File: config.mk
export PLATFORM = sky130hd
export DESIGN_NAME = imem_loader
export DESIGN_NICKNAME = d
export VERILOG_FILES = /design/src/rtl/imem_loader_pkg.sv /design/src/rtl/imem_loader_byte_assembler.sv /design/src/rtl/imem_loader.sv
export SDC_FILE = /design/constraint.sdc
export NUM_CORES = 1
export LEC_CHECK = 0
export CAP_MARGIN = 5
export CORE_ASPECT_RATIO = 1.2
export CORE_MARGIN = 3
export CORE_UTILIZATION = 50
export DETAILED_ROUTE_END_ITERATION = 8
export PLACE_DENSITY = 0.74
export SLEW_MARGIN = 20
export SYNTH_ARGS = -nofsm -noshare
export SYNTH_HDL_FRONTEND = slang
export SYNTH_HIERARCHICAL = 1
export SYNTH_SLANG_ARGS = --single-unit
File: constraint.sdc
create_clock -name clk -period 6.3 [get_ports clk]
set_clock_uncertainty 0.15 [all_clocks]
set_input_delay 0.945 -clock clk [delete_from_list [all_inputs] [get_ports clk]]
set_output_delay 0.945 -clock clk [all_outputs]
set_load 0.005 [all_outputs]
File: src/rtl/imem_loader_pkg.sv
// Shared types and defaults for the instruction-memory boot loader.
// Holds the FSM state encoding, the default frame marker and address width.
package imem_loader_pkg;

  localparam int         ADDR_W_DEF = 6;
  localparam logic [7:0] SYNC_DEF   = 8'hA5;

  typedef enum logic [2:0] {
    IDLE,
    COUNT,
    DATA,
    CHECK,
    DONE,
    ERROR
  } state_t;

endpackage

File: src/rtl/imem_loader_byte_assembler.sv
// Byte-to-word assembler: 32-bit shift register, byte index, XOR checksum.
// Ports: clk, rst (async low), clr, en, din -> nxt word, chk, last byte flag.
module byte_assembler (
  input  logic        clk,
  input  logic        rst,
  input  logic        clr,
  input  logic        en,
  input  logic [7:0]  din,
  output logic [31:0] nxt,
  output logic [7:0]  chk,
  output logic        last
);

  logic [31:0] word;
  logic [1:0]  idx;

  // Big-endian: earlier bytes end up in the high lanes.
  assign nxt  = {word[23:0], din};
  assign last = en && (idx == 2'd3);

  always_ff @(posedge clk or negedge rst) begin
    if (!rst) begin
      word <= '0;
      idx  <= '0;
      chk  <= '0;
    end else if (clr) begin
      word <= '0;
      idx  <= '0;
      chk  <= '0;
    end else if (en) begin
      word <= nxt;
      idx  <= idx + 2'd1;
      chk  <= chk ^ din;
    end
  end

endmodule

File: src/rtl/imem_loader.sv
// Boot loader: parses SYNC/COUNT/data/CHK frames into imem writes.
// Ports: byte stream in (valid/ready), imem write port, cpu_rst, status.
module imem_loader
  import imem_loader_pkg::*;
#(
  parameter int         ADDR_W    = ADDR_W_DEF,
  parameter logic [7:0] SYNC_BYTE = SYNC_DEF
) (
  input  logic              clk,
  input  logic              rst,
  input  logic              in_valid,
  input  logic [7:0]        in_data,
  output logic              in_ready,
  output logic              im_we,
  output logic [ADDR_W-1:0] im_addr,
  output logic [31:0]       im_wdata,
  output logic              cpu_rst,
  output logic              load_done,
  output logic              load_err,
  output logic [ADDR_W:0]   words_loaded
);

  localparam int          CW    = ADDR_W + 1;
  localparam int unsigned DEPTH = 1 << ADDR_W;

  state_t        state;
  logic [CW-1:0] count;
  logic          acc;
  logic          sync;
  logic          bad_cnt;
  logic          asm_clr;
  logic          asm_en;
  logic [31:0]   asm_nxt;
  logic [7:0]    asm_chk;
  logic          asm_last;

  assign acc     = in_valid && in_ready;
  assign sync    = in_data == SYNC_BYTE;
  assign bad_cnt = (in_data == 8'd0) ||
                   (32'(in_data) > DEPTH);
  assign asm_clr = acc && (state == COUNT);
  assign asm_en  = acc && (state == DATA);

  byte_assembler u_asm (
    .clk  (clk),
    .rst  (rst),
    .clr  (asm_clr),
    .en   (asm_en),
    .din  (in_data),
    .nxt  (asm_nxt),
    .chk  (asm_chk),
    .last (asm_last)
  );

  always_ff @(posedge clk or negedge rst) begin
    if (!rst) begin
      state        <= IDLE;
      count        <= '0;
      in_ready     <= 1'b0;
      im_we        <= 1'b0;
      im_addr      <= '0;
      im_wdata     <= '0;
      cpu_rst      <= 1'b1;
      load_done    <= 1'b0;
      load_err     <= 1'b0;
      words_loaded <= '0;
    end else begin
      im_we    <= 1'b0;
      in_ready <= 1'b1;
      unique case (state)
        IDLE: begin
          if (acc && sync) state <= COUNT;
        end
        COUNT: begin
          if (acc) begin
            if (bad_cnt) begin
              state    <= ERROR;
              load_err <= 1'b1;
            end else begin
              count        <= CW'(in_data);
              words_loaded <= '0;
              state        <= DATA;
            end
          end
        end
        DATA: begin
          // Write cycle: ready is low, so no byte can land here.
          if (im_we) begin
            words_loaded <= words_loaded + CW'(1);
            if (words_loaded + CW'(1) == count)
              state <= CHECK;
          end else if (asm_last) begin
            im_we    <= 1'b1;
            im_addr  <= words_loaded[ADDR_W-1:0];
            im_wdata <= asm_nxt;
            in_ready <= 1'b0;
          end
        end
        CHECK: begin
          if (acc) begin
            if (in_data == asm_chk) begin
              state     <= DONE;
              load_done <= 1'b1;
              cpu_rst   <= 1'b0;
            end else begin
              state    <= ERROR;
              load_err <= 1'b1;
            end
          end
        end
        DONE: begin
          if (acc && sync) begin
            state     <= COUNT;
            load_done <= 1'b0;
            cpu_rst   <= 1'b1;
          end
        end
        ERROR: begin
          if (acc && sync) begin
            state    <= COUNT;
            load_err <= 1'b0;
          end
        end
        default: state <= IDLE;
      endcase
    end
  end

endmodule

# == Word-level counts from Yosys, hierarchy flattened ==
# Cells that the tools add are included.
# W data, S select, Z words.
# classes
eq_ne,20
n_reduce_logical,19
add_sub_neg,2
order_cmp,1
bitwise_logic,3
mux,37
# ops
op,count
$mux W24,2
$mux W7,3
$mux W3,6
$ne A2 B2 Y1 const B,9
$mux W1,17
$mux W8,2
$pmux W7 S2,1
$pmux W3 S4,1
$eq A8 B8 Y1,1
$eq A8 B8 Y1 const B,1
$gt A8 B7 Y1 const B,1
$logic_not A8 Y1,1
$reduce_and A4 Y1,2
$xor A8 B8 Y8,1
$add A7 B1 Y7 const B,1
$eq A7 B7 Y1,1
$eq A3 B2 Y1 const B,2
$eq A3 B3 Y1 const B,2
$reduce_and A3 Y1,2
$reduce_and A6 Y1,1
$reduce_bool A2 Y1,3
$logic_and A1 B1 Y1,5
$reduce_and A5 Y1,1
$mux W2,2
other kinds (11),14
# word_totals
wordCells,95
in_bits,11
ff_bits,94

# == Logic depth before layout (Yosys ltp) ==
# Gate-level depths: netlist (run 1).
# depth
depth_word,6
ltp_mapped,9
depth_no_buf,6

# == Hierarchy ==
# The synthesis (run 1) kept the hierarchy.
# modules_own_cells
mod,seq_area_each_um2,area_per_inst_um2,cells_per_inst,n_inst
imem_loader,1502.7,2800.2,229,1
byte_assembler,850.8,1556.5,129,1

# == Worst setup path before layout (run 1) ==
# OpenSTA, ideal clock, no wires.
# synth_path
path_type,in2reg
from,input in_valid
to,register im_addr[0]
arrival_time_ns,2.460
t_required_ns,6.025
setup_ns,0.125
stages,8
path_slack_ns,3.566
cell_sequence,nand2_1 > nor3_1 > buf_6 > buf_4 > and2_1 > nand3b_1 > buf_1 > mux2_2
# synth_between
elab_chain_cells,4
# synth_rtl
item,line,text
start: declaration,imem_loader.sv:11,"input logic in_valid,"
$logic_and A1 B1 Y1,imem_loader.sv:37,assign acc = in_valid && in_ready;
$logic_and A1 B1 Y1,imem_loader.sv:42,assign asm_en = acc && (state == DATA);
net asm_en,imem_loader.sv:32,logic asm_en;
$logic_and A1 B1 Y1,imem_loader_byte_assembler.sv:19,assign last = en && (idx == 2'd3);
net asm_last,imem_loader.sv:35,logic asm_last;
$reduce_and A3 Y1 (no source line),n/a,
end signal: assignment,imem_loader.sv:94,im_addr <= words_loaded[ADDR_W-1:0];
end: declaration,imem_loader.sv:15,"output logic [ADDR_W-1:0] im_addr,"
# The timed path passes the listed nets, and every way through them passes these cells.
# A chain may end at the register's enable or synchronous reset.

# == Worst setup path after layout (run 1) ==
# layout_path
from,input in_valid
to,register im_wdata[9]
# layout_between
elab_chain_cells,4
# layout_rtl
item,line,text
$logic_and A1 B1 Y1,imem_loader.sv:37,
$logic_and A1 B1 Y1,imem_loader.sv:42,
net asm_en,imem_loader.sv:32,
$logic_and A1 B1 Y1,imem_loader_byte_assembler.sv:19,
net asm_last,imem_loader.sv:35,
$reduce_and A3 Y1 (no source line),n/a,
end signal: assignment,imem_loader.sv:95,im_wdata <= asm_nxt;
end: declaration,imem_loader.sv:16,"output logic [31:0] im_wdata,"
# The timed path passes the listed nets, and every way through them passes these cells.

==> metrics, run 1 <==
sw frac 29.1%; # clock sinks 94; Antenna Violating Nets Remaining 0; RR Startpoint state[1]$_DFFE_PN0P_; Syn-to-layout area delta 17.6%; postcts setup bufs 0; PortBufs 60; Clk pin slew, worst setup/hold paths 0.09 ns; Max Slew Vio Count 0; Post-Syn Area 0.00436 mm^2; commonest cells after routing, fill and taps aside dfrtp_1 (93), clkdlybuf4s50_1 (59), mux2_2 (44); setup violators final 0; EDFF count, synth 0; Max rail drop VDD 0.000153 V; clk buf depth 2; Critical Path Fanout Max 43; Core Box Area 0.00829 mm^2; async set-reset flop share out of synthesis 100%; share of cells above drive strength 1 18.3%; register bit total from synthesis 94; total CTS buffers 9; Worst R2R Path Depth 7; sequential fraction of the synthesis area 54.0%; via density per instance 5.50; pwr dens 249 mW/mm^2; status finished clean; Hold Startpoint load_err$_DFFE_PN0P_; Initial Util 52.6%; clock power share 26.8%; synthesis warning total 6; final hold viol count 0; hold depth 1; num rows 36; # hold bufs at CTS 0; Setup Crit Path Kind primary input to flip-flop; CP required 6.39 ns; syn_area_per_cell 12.2 um^2; Syn Inst Count 358; fillers 701; first-pass detailed-route iteration total 4; initial antenna violation count 0; Setup TNS Final 0 ns; Routed WL per cell 16.7 um; Min-Delay Path Class flip-flop to flip-flop; post-DP HPWL 5810 um; relative slew slack 45.4%; worst setup margin 3.09 ns; Synth Net Count 371; Worst Hold Path EP load_err$_DFFE_PN0P_; CTS tree done; # nets final 419; crit end category flip-flop; setup repair after global routing missed its margin false; DRC viols 0; worst slack at placement 2.72 ns; first-pass GRT wire length 14700 um; Reg-to-Reg End im_wdata[9]$_DFFE_PN0P_; Final Critical Period 3.21 ns; Die Ht 108 um; gr usage total 18.9%; clk_lat worst skew 0.35 ns; Die X-Extent 91.2 um; combinational share of power 17.7%; gpl congestion 0.783; post-synth cell types 55; Ports 61; reg2reg setup slack 3.52 ns; most common cell after layout, fill and taps aside dfrtp_1; CTS root buffer clkbuf_8; vias in the first global route 2936; final worst path period share 50.9%; WL final 8760 um; die area 0.00987 mm^2; Vias 2876; f_max 0.312 GHz; P_sw 0.372 mW; crit path DAT 3.30 ns; CTS resizes 0; total gr overflow 0; 1st-iter DRT viols 154; largest net degree at the start of global routing 67; Least-Margin Pin Slew 0.818 ns; Reg power frac 55.4%; htree depth 3; Ant. Diodes 0; MaxCap Viol Count 0; Main synth FF type dfrtp_1; Int Pwr 0.905 mW; Leakage 2.30 nW; crit start category primary input
[critical path, cell delays in order]
cell,delay (ns)
clkdlybuf4s50_1,0.45
nand2_1,0.19
nor3_2,0.16
buf_4,0.51
and2_1,0.24
nand3b_1,0.10
buf_4,0.29
mux2_2,0.34
[registers in the layout, indices dropped and copies added, names as in the netlist]
name,cells
u_asm/chk,8
count,7
cpu_rst,1
u_asm/idx,2
in_ready,1
state,3
im_we,1
im_wdata,32
u_asm/word,24
load_done,1
words_loaded,7
im_addr,6
load_err,1
[routing by layer]
metal	vias to the layer above	wire (um)	GRT usage, %
li1	1357	-	-
met5	-	0	0
met1	1440	3930	25.1
met2	68	4320	30.7
met3	11	372	3.27
met4	0	139	8.30
[how the worst max path moves through the flow]
stage | start | endpoint | slack [ns] | depth (start not counted)
floorplan | in_valid | im_addr[0]$_DFFE_PN0P_ | 3.57 | 8
detailed placement | in_valid | im_wdata[20]$_DFFE_PN0P_ | 2.72 | 8
global route | in_valid | im_wdata[30]$_DFFE_PN0P_ | 2.91 | 8
global placement | in_valid | im_wdata[3]$_DFFE_PN0P_ | 2.72 | 8
finish | in_valid | im_wdata[9]$_DFFE_PN0P_ | 3.09 | 8
CTS | in_valid | im_wdata[30]$_DFFE_PN0P_ | 3.10 | 8
[power groups by stage]
| stage | clock (mW) | combinational [mW] | sequential, mW |
|---|---|---|---|
| floorplan | 0 | 0.178 | 0.691 |
| global placement | 0 | 0.221 | 0.718 |
| detailed placement | 0 | 0.226 | 0.720 |
| CTS | 0.355 | 0.228 | 0.708 |
| global route | 0.375 | 0.248 | 0.716 |
| finish | 0.343 | 0.226 | 0.707 |
[stage by stage]
step           total power [mW]  instance area (um^2)  hold WS, ns  cells  util, %
2_1_floorplan             0.869                  4360        0.323    358        -
3_3_place_gp              0.939                  4970        0.311    509     59.9
3_5_place_dp              0.946                  4970        0.323    509     59.9
4_1_cts                    1.29                  5120        0.345    523     61.8
5_1_grt                    1.34                  5120        0.367    523     61.8
6_report                   1.28                  5120        0.337    523     61.8
[layout make-up]
| class | count | area, um^2 | share of cell area [%] |
|---|---|---|---|
| tap | 114 | 143 | 2.78 |
| multi-input combinational | 233 | 1830 | 35.7 |
| timing repair buffer | 64 | 628 | 12.3 |
| inverter | 4 | 15.0 | 0.293 |
| clock buffer | 12 | 145 | 2.83 |
| sequential | 94 | 2350 | 45.9 |
| clock inverter | 2 | 10.0 | 0.195 |
[cells by family after synthesis]
logic type	synth area share [%]
fa+ha+maj	0.574
buf+inv	4.25
simple gates	10.5
xor+xnor	3.62
flops	54.0
mux	17.1
compound gates	9.91
[synth_stat cells (all sizes together), types with 2 or more instances]
cell type  count  area (um^2)
a211o          4         35.0
a22o           2         17.5
dfrtp         93         2330
o2bb2ai        2         17.5
ha             2         25.0
a21bo          8         80.1
mux2i         25          250
inv            4         15.0
mux2          44          495
and3           2         12.5
a21o           4         30.0
xor2           4         35.0
clkbuf         8         31.3
buf           19          139
a21oi         11         73.8
nor2          34          128
and2           3         18.8
xnor2         14          123
nand3b        10         75.1
nor3b          2         15.0
o211ai         3         22.5
nor4           2         12.5
nand2         14         52.6
a31oi          2         12.5
o21ai          7         35.0
nand2b         2         12.5
nor3           5         30.0
a2111oi        3         27.5
nand3          8         45.0
No activity file was read; power rests on OpenSTA's default activity.
==> inputs of run 2 (changes only) <==
clock period = 3.4 ns   (was 6.3 ns; I/O delays follow)
==> run 2 against run 1 <==
Against the previous run: non-clock buffer count increased by 7; setup slack got worse by 2.3 ns; global-route usage is 0.18 points lower; final area is 2.4% higher; critical path depth fell by 2; clock power increased by 130%; register-to-register slack got worse by 2.5 ns; die area is the same; routed wire length barely moved; sequential cell count unchanged; combinational power grew 91%; worst hold slack worse by 0.24 ns.
==> metrics, run 2 (synthesis results as in run 1) <==
Syn-to-layout area delta 20.4%; commonest cells after routing, fill and taps aside dfrtp_1 (93), clkdlybuf4s50_1 (59), mux2_2 (44); post-layout util 63.3%; setup violators final 0; Largest regs im_wdata x32, u_asm/word x24, u_asm/chk x8; setup repair after global routing missed its margin false; first-pass GRT wire length 14700 um; Max Slew Vio Count 0; Setup Crit Path Kind primary input to flip-flop; Leakage 2.36 nW; pwr dens 486 mW/mm^2; Max rail drop VDD 0.000305 V; # clock sinks 94; final worst path period share 75.7%; gpl congestion 0.794; worst hold margin 0.0953 ns; Vias 2902; DRC viols 0; Ant. Diodes 0; CTS tree done; clk buf depth 2; total gr overflow 0; CTS resizes 0; # nets final 426; RR Startpoint words_loaded[0]$_DFFE_PN0P_; Ports 61; largest net degree at the start of global routing 66; max FFs per register 32; Core Box Area 0.00829 mm^2; Reg-to-Reg End state[0]$_DFFE_PN0P_; PortBufs 60; die area 0.00987 mm^2; Setup TNS Final 0 ns; CTS root buffer clkbuf_8; Critical Path Fanout Max 7; first-pass detailed-route iteration total 5; Antenna Violating Nets Remaining 0; crit end category flip-flop; clk_lat worst skew 0.36 ns; Min-Delay Path Class primary input to asynchronous set/reset pin; total CTS buffers 9; final hold viol count 0; post-DP HPWL 5860 um; # hold bufs at CTS 0; relative slew slack 45.1%; vias in the first global route 2958; crit start category primary input; fillers 696; share of cells above drive strength 1 20.1%; initial antenna violation count 0; via density per instance 5.45; status finished clean; Initial Util 52.6%; f_max 0.389 GHz; WL final 8760 um; Die Ht 108 um; 1st-iter DRT viols 150; Clk pin slew, worst setup/hold paths 0.09 ns; most common cell after layout, fill and taps aside dfrtp_1; Routed WL per cell 16.5 um; reg2reg setup slack 1.00 ns; crit path DAT 2.67 ns; Least-Margin Pin Slew 0.823 ns; gr usage total 18.7%; postcts setup bufs 0; Worst R2R Path Depth 6; Die X-Extent 91.2 um; CP required 3.49 ns; Top reg by flops im_wdata; MaxCap Viol Count 0; num rows 36; Final Critical Period 2.57 ns; htree depth 3
## run 2: changes by cell type in the layout (fill, tap and decap cells not counted), sizes merged
cell    before  now
buf          5   12
bufinv       0    2
clkbuf      12   11
inv          4    5
## run 2: power breakdown
part | switching (mW) | internal [mW]
clock | 0.386 | 0.418
sequential | 0.111 | 1.20
combinational | 0.226 | 0.206
## run 2: worst max-delay path by stage
stage                    start                          end  cells after the start
finish              in_data[1]         count[1]$_DFFE_PN0P_                      6
global placement    in_data[0]  words_loaded[5]$_DFFE_PN0P_                      6
global route        in_data[5]         count[1]$_DFFE_PN0P_                      6
detailed placement  in_data[0]         count[1]$_DFFE_PN0P_                      6
CTS                 in_data[0]         count[1]$_DFFE_PN0P_                      6
floorplan             in_valid       im_addr[0]$_DFFE_PN0P_                      8
## run 2: stage by stage
step                power [mW]  cells  setup slack, ns  instance area, um^2
floorplan                 1.61    358             1.10                 4360
global placement          1.74    516            0.611                 5030
detailed placement        1.76    516            0.517                 5030
CTS                       2.56    532            0.875                 5250
global route              2.67    532            0.674                 5250
finish                    2.55    532            0.826                 5250
## run 2: layout make-up
cell class,instances,area (um^2),area share [%]
clock inverters,5,82.6,1.57
clock buffers,11,131,2.50
repair buffers,71,693,13.2
multi-input cells,233,1830,34.8
flip-flops and latches,94,2350,44.9
inverters,4,15.0,0.286
well taps,114,143,2.72
## run 2: routing by layer
layer,vias up,track usage [%],wire length [um]
li1,1370,-,-
met1,1450,25.1,4020
met2,71,30.0,4300
met3,11,3.62,298
met4,0,7.76,130
met5,-,0,0
## run 2: worst max-delay path, cell delays in order
cell and delay (ns):
clkdlybuf4s50_1 0.44, nor3_2 0.30, nand3_2 0.16, a2111oi_1 0.56
nand2_1 0.34, mux2_2 0.36
